### src/rtl/mem_wb_skid.sv
// mem_wb_skid: MEM/WB register with valid/ready handshake, 2-entry skid buffer, flush, forwarding and retire counter
module mem_wb_skid #(
    parameter int DATA_W        = 32,
    parameter int REG_AW        = 5,
    parameter int CSR_AW        = 12,
    parameter int ZERO_SUPPRESS = 1,
    parameter int CNT_W         = 32
) (
    input  logic              clk,
    input  logic              rst,
    input  logic              flush,
    input  logic              in_valid,
    output logic              in_ready,
    input  logic [REG_AW-1:0] in_reg_waddr,
    input  logic              in_reg_we,
    input  logic [DATA_W-1:0] in_reg_wdata,
    input  logic [CSR_AW-1:0] in_csr_waddr,
    input  logic              in_csr_we,
    input  logic [DATA_W-1:0] in_csr_wdata,
    output logic              out_valid,
    input  logic              out_ready,
    output logic [REG_AW-1:0] out_reg_waddr,
    output logic              out_reg_we,
    output logic [DATA_W-1:0] out_reg_wdata,
    output logic [CSR_AW-1:0] out_csr_waddr,
    output logic              out_csr_we,
    output logic [DATA_W-1:0] out_csr_wdata,
    input  logic [REG_AW-1:0] fwd_raddr,
    output logic              fwd_hit,
    output logic [DATA_W-1:0] fwd_data,
    output logic [CNT_W-1:0]  retire_cnt
);
    typedef struct packed {
        logic [REG_AW-1:0] ra;
        logic              rwe;
        logic [DATA_W-1:0] rd;
        logic [CSR_AW-1:0] ca;
        logic              cwe;
        logic [DATA_W-1:0] cd;
    } entry_t;

    entry_t h, s, in_e;
    logic   hv, sv, sv_next, accept, deliver, s_hit, h_hit;

    assign accept  = in_valid & in_ready;
    assign deliver = hv & out_ready;

    // incoming entry with x0 writes optionally stripped of their enable
    always_comb begin
        in_e     = '{in_reg_waddr, in_reg_we, in_reg_wdata, in_csr_waddr, in_csr_we, in_csr_wdata};
        in_e.rwe = in_reg_we & !((ZERO_SUPPRESS != 0) && (in_reg_waddr == '0));
    end

    // skid occupancy after this edge; drives the registered in_ready
    always_comb begin
        sv_next = flush ? 1'b0 :
                  ((deliver | !hv) & sv) ? 1'b0 :
                  (hv & !out_ready & accept) ? 1'b1 : sv;
    end

    // head/skid storage; flush drops both slots but keeps stale payload
    always_ff @(posedge clk or posedge rst) begin
        if (rst) begin
            h        <= '0;
            s        <= '0;
            hv       <= 1'b0;
            sv       <= 1'b0;
            in_ready <= 1'b1;
        end else begin
            sv       <= sv_next;
            in_ready <= !sv_next;
            if (flush) begin
                hv <= 1'b0;
            end else begin
                if (deliver | !hv) begin
                    if (sv) begin
                        h  <= s;
                        hv <= 1'b1;
                    end else if (accept) begin
                        h  <= in_e;
                        hv <= 1'b1;
                    end else begin
                        hv <= 1'b0;
                    end
                end
                if (hv & !out_ready & accept)
                    s <= in_e;
            end
        end
    end

    // count non-flushed deliveries, wrapping naturally
    always_ff @(posedge clk or posedge rst) begin
        if (rst)
            retire_cnt <= '0;
        else if (!flush && deliver)
            retire_cnt <= retire_cnt + 1'b1;
    end

    assign out_valid     = hv;
    assign out_reg_waddr = h.ra;
    assign out_reg_we    = hv & h.rwe;
    assign out_reg_wdata = h.rd;
    assign out_csr_waddr = h.ca;
    assign out_csr_we    = hv & h.cwe;
    assign out_csr_wdata = h.cd;

    // forwarding: skid entry is younger than head, so it wins
    always_comb begin
        s_hit    = sv & s.rwe & (s.ra == fwd_raddr);
        h_hit    = hv & h.rwe & (h.ra == fwd_raddr);
        fwd_hit  = s_hit | h_hit;
        fwd_data = s_hit ? s.rd : h_hit ? h.rd : '0;
    end
endmodule

### config.mk
export PLATFORM = sky130hd
export DESIGN_NAME = mem_wb_skid
export DESIGN_NICKNAME = d
export VERILOG_FILES = /design/src/rtl/mem_wb_skid.sv
export SDC_FILE = /design/constraint.sdc
export NUM_CORES = 1
export LEC_CHECK = 0
export ABC_CLOCK_PERIOD_IN_PS = 5800
export CORE_AREA = 2 2 152 154
export CTS_CLUSTER_DIAMETER = 30
export DETAILED_ROUTE_END_ITERATION = 10
export DIE_AREA = 0 0 154 156
export MAX_ROUTING_LAYER = met4
export PLACE_DENSITY = 0.82
export SLEW_MARGIN = 0
export SYNTH_ARGS = -nofsm -noshare
export SYNTH_HDL_FRONTEND = slang
export SYNTH_SLANG_ARGS = --single-unit
### constraint.sdc
create_clock -name clk -period 5.8 [get_ports clk]
set_clock_uncertainty 0.15 [all_clocks]
set_input_delay 0.58 -clock clk [delete_from_list [all_inputs] [get_ports clk]]
set_output_delay 0.58 -clock clk [all_outputs]
set_load 0.005 [all_outputs]
==> metrics.csv <==
metric,value,unit
status,"finished, final reports clean",
setup_violations,0,
startpoint_type,flip-flop,
startpoint,sv,
fin_area,13500,µm²
hold_class,reg -> reg,
drtPass1Iterations,4,
yosysSeqAreaShare,51.0,%
critPathCaptureType,output pin,
drc,0,
p_leak,5.63,nW
synth_ff_type,dfrtp_1,
cts_setup_buffers,0,
synth_async_sr_flop_share,100,%
cts.sinks,201,
die_h,156,µm
maxCapViolations,0,
timing.rr.start,sv,
synth_top_area_share,50.7,%
vias,7156,
drt_iter0_drc,350,
cts_max_level,2,
synth_edf_count,0,
placed_cell_area,11900,µm²
syn_area,9860,µm²
crit_fanout,37,
layout.nets,1157,
hold_viol,0,
grt_pass1_vias,7255,
crit_required,5070,ps
min_delay_path_depth,1,
clk_pin_slew,50,ps
syn-num-nets,994,
synth_most_common_cell,dfrtp_1,
netlist_top_cells_count,"dfrtp_1, nor2_1, a21oi_1",
critical_path_class,reg -> out,
ir_worst_vdd,0.000256,V
cts_max_path_buffers,3,
yosysTopAreaCell,dfrtp_1,
area_growth,36.4,%
clkLatencyLatePin,520,ps
worst_pin_slew,1100,ps
viasPerCell,5.18,
coreArea,22400,µm²
cts_made_buffers,43,
die_w,154,µm
num_antenna_cells,0,
syn_avg_cell_area,11.0,µm²
ys_seq_elements,201,
rows,55,
grt_overflow_total,0,
die-area,24000,µm²
ys_types,41,
io_buffers,242,
dp_hpwl,15800,µm
yosys_warnings,0,
wl_per_cell,17.5,µm
initial_utilization,44.1,%
drv_slew,0,
fin_crit_sh,68.1,%
period_needed,3950,ps
postCtsHoldBufs,0,
rr_worst_depth,5,
ios,243,
grt_pass1_wl,38700,µm
power.density,385,nW/µm²
slew_headroom,26.8,%
totalWireLength,24200,µm
cts_resized,0,
cts-root-buf,clkbuf_16,
synthTopCellsByArea,"dfrtp_1, mux2_2, mux2i_1",
antenna_found_initial,0,
cp_data_arrival_time,3220,ps
grt_max_degree,202,
rsz0062_at_grt,false,
syn-instance-count,900,
track_usage,20.6,%
tritoncts,built,
worstHoldStart,retire_cnt[31],
layout-drive-gt1-share,16.9,%
finalSetupTns,0,ps
detail-route-antenna-nets,0,
max_freq,253,MHz
gp_congestion,0.834,
-- metrics by stage --
step                      utilization [%]  hold slack, ps  setup slack [ps]  power [W]  cells
after global routing                 60.1             326              1640    0.00541   1382
after CTS                            60.1             315              1820    0.00524   1382
final                                60.1             314              1850    0.00518   1382
after floorplan                         -             306              2470    0.00234    900
after global placement               53.3             306              2110    0.00261   1303
after detailed placement             53.3             308              2070    0.00265   1303
-- path summary, 6_finish.rpt --
check                                          to  slack (ps)
worst max register to register              h[77]        2840
worst min-delay path               retire_cnt[31]         310
max in group asynchronous                      sv        3990
worst max-delay path                      fwd_hit        1850
worst min register to register     retire_cnt[31]         310
min in group asynchronous       out_csr_wdata[16]         560
-- worst max-delay path: stages (launching register included) --
cell and delay [ps]:
dfrtp_4 880, nand2_1 170, nor2_2 140, buf_4 340
and2_1 180, buf_4 340, nand2b_1 150, clkdlybuf4s50_1 490
-- layer usage --
metal	part of all wire [%]	GRT usage [%]
met2	47	32.9
met1	44	26.3
met5	0	-
met4	2.4	6.68
met3	6.5	4.67
-- area by class of cell --
cell class | instances | area [µm²]
Fill cell | 1772 | 8910
Clock buffer | 52 | 1180
Tap cell | 285 | 357
Sequential cell | 201 | 5030
Multi-Input combinational cell | 527 | 3860
Timing Repair Buffer | 252 | 2520
Clock inverter | 27 | 354
Inverter | 38 | 146
-- placed cells by master (no fill, tap or decap), types with 2 or more instances in the layout --
master	count
clkdlybuf4s50_1	242
dfrtp_1	199
nor2_1	89
a21oi_1	84
mux2i_1	83
mux2_2	82
clkbuf_16	43
nand3_1	42
inv_1	37
xor2_1	33
o31ai_1	32
nand2_1	17
nor4_1	10
xnor2_1	8
buf_4	8
bufinv_16	7
clkbuf_8	7
clkinv_2	7
nand4_1	6
clkinvlp_4	5
nor3_1	5
inv_6	5
and2_1	4
and4_1	4
clkinv_4	4
and3_1	3
nor4_2	3
nand2b_1	2
nor3_2	2
nor4_4	2
or4_1	2
clkbuf_1	2
buf_12	2
-- power by group --
| part | internal (W) | total, W | switching (W) |
|---|---|---|---|
| registers | 0.00167 | 0.00188 | 0.000209 |
| logic | 0.000462 | 0.000751 | 0.000289 |
| clock network | 0.00176 | 0.00254 | 0.000783 |
| total | 0.00390 | 0.00518 | 0.00128 |
-- cells by family (layout without fill, tap and decap cells) --
group,Yosys count,after routing,share of synthesized area (%)
compound gates,119,119,6.90
buf+inv,172,369,10.1
mux,165,165,17.8
fa+ha+maj,1,1,0.127
simple gates,201,201,10.4
xor+xnor,41,41,3.64
flops,201,201,51.0
-- flip-flops by register name, summed over array words and instances (netlist names) --
register       cells
h                  2
in_ready           1
out_csr_waddr     12
out_csr_wdata     32
out_reg_waddr      5
out_reg_wdata     32
out_valid          1
retire_cnt        32
s                 83
sv                 1
Note: power is estimated with default switching activity, not from simulation.
